File: config.mk
export PLATFORM = sky130hd
export DESIGN_NAME = jt900h_ramarb
export DESIGN_NICKNAME = d
export VERILOG_FILES = /design/src/rtl/jt900h_ramarb.sv
export SDC_FILE = /design/constraint.sdc
export NUM_CORES = 1
export LEC_CHECK = 0
export ABC_AREA = 1
export CORE_MARGIN = 1.5
export CORE_UTILIZATION = 57
export CTS_CLUSTER_SIZE = 30
export DETAILED_ROUTE_END_ITERATION = 7
export DONT_BUFFER_PORTS = 1
export PLACE_DENSITY_LB_ADDON = 0.1
export SETUP_SLACK_MARGIN = 0.15
export SLEW_MARGIN = 10
export SYNTH_ARGS = -nofsm -noshare
export SYNTH_HDL_FRONTEND = slang
export SYNTH_SLANG_ARGS = --single-unit
File: constraint.sdc
create_clock -name clk -period 1.7 [get_ports clk]
set_clock_uncertainty 0.15 [all_clocks]
set_input_delay 0.085 -clock clk [delete_from_list [all_inputs] [get_ports clk]]
set_output_delay 0.085 -clock clk [all_outputs]
set_load 0.02 [all_outputs]
File: src/rtl/jt900h_ramarb.sv
// jt900h main RAM arbiter: one 16-bit byte-writable RAM port shared
// between the CPU and a second bus master (DMA / debug engine).

module jt900h_ramarb #(
   parameter int RDLAT    = 0,
   parameter bit CPU_PRIO = 1'b0
) (
   input  logic        clk,
   input  logic        rst,
   input  logic        cen,
   input  logic        cpu_req,
   input  logic [23:0] cpu_addr,
   input  logic [1:0]  cpu_we,
   input  logic [15:0] cpu_din,
   output logic [15:0] cpu_dout,
   output logic        cpu_ack,
   input  logic        dma_req,
   input  logic [23:0] dma_addr,
   input  logic [1:0]  dma_we,
   input  logic [15:0] dma_din,
   output logic [15:0] dma_dout,
   output logic        dma_ack,
   output logic [23:0] ram_addr,
   output logic [15:0] ram_din,
   output logic [1:0]  ram_we,
   input  logic [15:0] ram_dout,
   output logic        busy
);

   typedef enum logic [1:0] {
      IDLE,
      ACCESS,
      WAIT,
      DONE
   } state_t;

   localparam logic [1:0] CNT_LOAD = 2'(RDLAT > 0 ? RDLAT - 1 : 0);

   state_t      st;
   state_t      st_nx;
   logic [1:0]  cnt;
   logic [1:0]  cnt_nx;
   logic        gnt_dma;
   logic        gnt_dma_nx;
   logic        last_dma;
   logic        last_dma_nx;
   logic        pick_dma;
   logic        cap;
   logic [1:0]  we_q;
   logic [1:0]  we_nx;
   logic [23:0] addr_nx;
   logic [15:0] din_nx;
   logic [15:0] cdout_nx;
   logic [15:0] ddout_nx;
   logic        cack_nx;
   logic        dack_nx;
   logic        busy_nx;

   // The strobe is registered but masked so it never shows in a stalled cycle
   assign ram_we = we_q & {2{cen}};

   // DMA wins only if the CPU is idle, or round-robin says it is DMA's turn
   assign pick_dma = dma_req & (~cpu_req | (~CPU_PRIO & ~last_dma));

   always_comb begin
      st_nx       = st;
      cnt_nx      = cnt;
      gnt_dma_nx  = gnt_dma;
      last_dma_nx = last_dma;
      we_nx       = we_q;
      addr_nx     = ram_addr;
      din_nx      = ram_din;
      busy_nx     = busy;
      cap         = 1'b0;
      unique case (st)
         IDLE: begin
            if (cpu_req | dma_req) begin
               gnt_dma_nx  = pick_dma;
               last_dma_nx = pick_dma;
               addr_nx     = pick_dma ? dma_addr : cpu_addr;
               we_nx       = pick_dma ? dma_we   : cpu_we;
               din_nx      = pick_dma ? dma_din  : cpu_din;
               busy_nx     = 1'b1;
               st_nx       = ACCESS;
            end
         end
         ACCESS: begin
            we_nx = 2'b00;
            if (RDLAT == 0) begin
               cap   = 1'b1;
               st_nx = DONE;
            end else begin
               cnt_nx = CNT_LOAD;
               st_nx  = WAIT;
            end
         end
         WAIT: begin
            if (cnt == 2'd0) begin
               cap   = 1'b1;
               st_nx = DONE;
            end else begin
               cnt_nx = cnt - 2'd1;
            end
         end
         DONE: begin
            busy_nx = 1'b0;
            st_nx   = IDLE;
         end
         default: st_nx = IDLE;
      endcase
   end

   always_comb begin
      cack_nx  = 1'b0;
      dack_nx  = 1'b0;
      cdout_nx = cpu_dout;
      ddout_nx = dma_dout;
      if (cap) begin
         if (gnt_dma) begin
            ddout_nx = ram_dout;
            dack_nx  = 1'b1;
         end else begin
            cdout_nx = ram_dout;
            cack_nx  = 1'b1;
         end
      end
   end

   always_ff @(posedge clk) begin
      if (rst) begin
         st       <= IDLE;
         cnt      <= 2'd0;
         gnt_dma  <= 1'b0;
         last_dma <= 1'b1;
         we_q     <= 2'b00;
         ram_addr <= 24'd0;
         ram_din  <= 16'd0;
         cpu_dout <= 16'd0;
         dma_dout <= 16'd0;
         cpu_ack  <= 1'b0;
         dma_ack  <= 1'b0;
         busy     <= 1'b0;
      end else if (cen) begin
         st       <= st_nx;
         cnt      <= cnt_nx;
         gnt_dma  <= gnt_dma_nx;
         last_dma <= last_dma_nx;
         we_q     <= we_nx;
         ram_addr <= addr_nx;
         ram_din  <= din_nx;
         cpu_dout <= cdout_nx;
         dma_dout <= ddout_nx;
         cpu_ack  <= cack_nx;
         dma_ack  <= dack_nx;
         busy     <= busy_nx;
      end
   end

endmodule
==> run summary <==
Maximum clock frequency -> 556 MHz
Sequential fraction of the synthesis area -> 0.439
Nets -> 719
Setup ws final -> -0.0991 ns
Most used flip-flop cell after synthesis -> sky130_fd_sc_hd__dfxtp_1
Post-synthesis register bit count -> 83
Average size of a mapped cell -> 7.63 um2
Routing usage on met3 -> 0.0875
Met1 GRT Util -> 0.389
Core utilization of the finished layout -> 0.900
Final Slew Violations -> 0
WL final -> 15.3 mm
Top-area cell type share of the netlist area -> 0.439
Pwr/cell area -> 926 mW/mm2
All-Layer GR Usage -> 0.341
Number of sinks handled by clock tree synthesis -> 83
Post-synthesis cell type with the largest combined area -> sky130_fd_sc_hd__dfxtp_1
Arrival time at the worst endpoint -> 1.93 ns
Class of the worst hold path -> input port to flip-flop
Final-layout worst hold slack -> -0.159 ns
Critical path class -> flip-flop to flip-flop
Count of pins on the block boundary -> 182
First-pass iteration count of the detailed router -> 5
Remaining max-slew budget at the tightest pin -> 0.646
LEAKAGE -> 0.00224 uW
Most numerous cell in the Yosys netlist -> sky130_fd_sc_hd__nand2_1
Sort of element at the end of the critical path -> flip-flop
Unrepaired setup endpoints after global routing -> true
Fillers -> 280
Routed WL per cell -> 22.1 um
Floorplan die area -> 0.00714 mm2
Post-synth EDFFs -> 0
Crit share post-route -> 1.06
Slew of the pin with the lowest slew margin -> 0.531 ns
First element of the critical path -> st[1]$_SDFFE_PP0P_
Violated checks -> negative hold slack, negative setup slack
Global route total overflow -> 0
Non-filler instance count after layout -> 692
Clock buffers created by TritonCTS -> 9
R2r startpoint -> st[1]$_SDFFE_PP0P_
Top cells by area in the synthesized netlist -> sky130_fd_sc_hd__dfxtp_1 44%, sky130_fd_sc_hd__nand2_1 13%, sky130_fd_sc_hd__a21oi_2 7.2%
Clock tree buffer depth -> 2
Via count of the first global-routing pass -> 4028
Sequential cell area in the final layout -> 0.00167 mm2
Final GP Congestion -> 0.794
Post-DP HPWL -> 6.07 mm
Worst voltage drop across the vdd grid -> 0.750 mV
Horizontal extent of the die -> 84.5 um
CTS Root Cell -> sky130_fd_sc_hd__clkbuf_8
Outcome -> finished, violations left
Vias per Instance -> 6.25
Hold buffer count at CTS -> 105
Crit start category -> flip-flop
Clock-pin transition on the worst setup and hold timing paths -> 0.09 ns
Effective utilization at floorplan -> 0.593
DIE HEIGHT -> 84.5 um
Count of input and output buffers -> 0
Global routing met2 resource utilization -> 0.584
Number of DRC violations after detailed-routing iteration 0 -> 393
Number of placed instances with taps included -> 548
Maximum fanout encountered on the critical timing path -> 7
Vias -> 4324
Fraction of layout cells with a size suffix above 1 -> 0.257
Layout overhead on the synthesized area -> 51.9%
Final ANT Viol Nets -> 0
Final Setup Violations -> 9
Number of violations of the max-capacitance limit -> 0
Hold violation total from the final report -> 6
Clock insertion delay at the later pin of the skew report -> 0.36 ns
Clock tree from TritonCTS -> yes
Cell Rows -> 29
Time the final worst path needs with I/O delays and setup -> 1.80 ns
Initial antenna violation count -> 1
Top cells by count, synth -> 131 x sky130_fd_sc_hd__nand2_1, 83 x sky130_fd_sc_hd__dfxtp_1, 49 x sky130_fd_sc_hd__a21oi_1, 46 x sky130_fd_sc_hd__nor2_1
Wire length of the first global-routing pass -> 19.6 mm
Async S/R FF share, synth -> 0
Pin count of the biggest net entering global routing -> 46
Htree depth -> 3
Library cells used by synthesis -> 24
Gate Count Post-Synth -> 496
Grt peak-use layer -> met2
Synthesized net count -> 606
Combined area of the multi-input logic cells -> 0.00215 mm2
Hold wc startpoint -> cen
Netlist area before placement -> 0.00378 mm2
Required time at the endpoint of the critical path -> 1.83 ns
Number of design rule violations left after detail routing -> 0
Core ar. -> 0.00639 mm2
Synth warn -> 0
==> per-stage QoR <==
| step | hold slack [ns] | worst slack [ns] | TNS [ns] | total power [uW] | cell area (um2) |
|---|---|---|---|---|---|
| after CTS | -0.202 | 0.102 | 0 | 4960 | 5340 |
| after global routing | -0.177 | -0.116 | -0.528 | 5460 | 5750 |
| after global placement | 0.00737 | 0.0178 | 0 | 2950 | 3780 |
| final | -0.159 | -0.0991 | -0.221 | 5330 | 5750 |
| after detailed placement | 0.00852 | -0.0556 | -0.316 | 2970 | 3780 |
| after floorplan | 0.0589 | 0.154 | 0 | 2870 | 3790 |
==> state kept, by name (all words and copies together) (netlist names) <==
signal    cells
ram_addr     24
cpu_dout     16
dma_dout     16
ram_din      16
cnt           2
st            2
we_q          2
busy          1
cpu_ack       1
dma_ack       1
gnt_dma       1
last_dma      1
==> cell type report <==
cell class / instances / share of cell area
Clock buffer: 11 / 0.0263
Timing Repair Buffer: 135 / 0.266
Sequential cell: 83 / 0.290
Clock inverter: 5 / 0.0148
Tap cell: 77 / 0.0168
Multi-Input combinational cell: 364 / 0.374
Antenna cell: 1 / 0.000435
Inverter: 16 / 0.0117
==> worst paths after layout <==
check	endpoint	slack (ns)	depth (start not counted)
worst max-delay path	ram_din[10]$_SDFFE_PP0P_	-0.1	9
worst max register to register	ram_din[10]$_SDFFE_PP0P_	-0.1	9
worst min-delay path	cnt[1]$_SDFFE_PP0P_	-0.16	2
worst min register to register	last_dma$_SDFFE_PP1P_	0.35	2
==> power by group <==
group | total (uW) | internal [uW] | switching (uW) | leakage, uW
registers | 2320 | 2070 | 252 | 0.000678
clock network | 1690 | 914 | 780 | 0.000116
logic | 1310 | 592 | 719 | 0.00145
==> layer usage <==
metal / share of wire / wire (um)
met4: 0.069 / 1050
met1: 0.35 / 5320
met3: 0.094 / 1430
met5: 0 / 0
met2: 0.49 / 7500
==> worst max-delay path: stages (launching register included) <==
cell and delay [ns]:
sky130_fd_sc_hd__dfxtp_2 0.35, sky130_fd_sc_hd__inv_4 0.08, sky130_fd_sc_hd__ha_4 0.16, sky130_fd_sc_hd__nand2_4 0.07, sky130_fd_sc_hd__nor2_4 0.18, sky130_fd_sc_hd__buf_6 0.16, sky130_fd_sc_hd__buf_12 0.12, sky130_fd_sc_hd__clkbuf_16 0.15
sky130_fd_sc_hd__o21ai_0 0.10, sky130_fd_sc_hd__nor2_1 0.19
==> placed cells by master (no fill, tap or decap), types with 4 or more instances in the layout <==
cell and count:
sky130_fd_sc_hd__a21oi_1 36, sky130_fd_sc_hd__a21oi_2 43, sky130_fd_sc_hd__buf_12 9, sky130_fd_sc_hd__buf_16 4
sky130_fd_sc_hd__buf_4 13, sky130_fd_sc_hd__buf_6 4, sky130_fd_sc_hd__clkbuf_8 11, sky130_fd_sc_hd__dfxtp_1 80
sky130_fd_sc_hd__dlygate4sd3_1 102, sky130_fd_sc_hd__inv_1 9, sky130_fd_sc_hd__inv_2 4, sky130_fd_sc_hd__nand2_1 113
sky130_fd_sc_hd__nand2_2 14, sky130_fd_sc_hd__nand2_4 15, sky130_fd_sc_hd__nand3_1 6, sky130_fd_sc_hd__nand3_4 4
sky130_fd_sc_hd__nand4_1 32, sky130_fd_sc_hd__nor2_1 44, sky130_fd_sc_hd__o21ai_1 27, sky130_fd_sc_hd__o21ai_2 10
==> timing repair <==
action,in CTS,in global routing
gates resized for setup,18,81
cloned,5,6
endpoints found under the hold margin,82,7
buffers inserted,8,5
endpoints found under the setup margin,75,79
pin swaps,11,42
==> cells by family after synthesis <==
logic type / synth area share
buffers and inverters: 0.0800
and+or+nand+nor: 0.272
adders and majority gates: 0.0165
AOI/OAI and AO/OA: 0.192
DFF: 0.439
No activity file was read; power rests on OpenSTA's default activity.
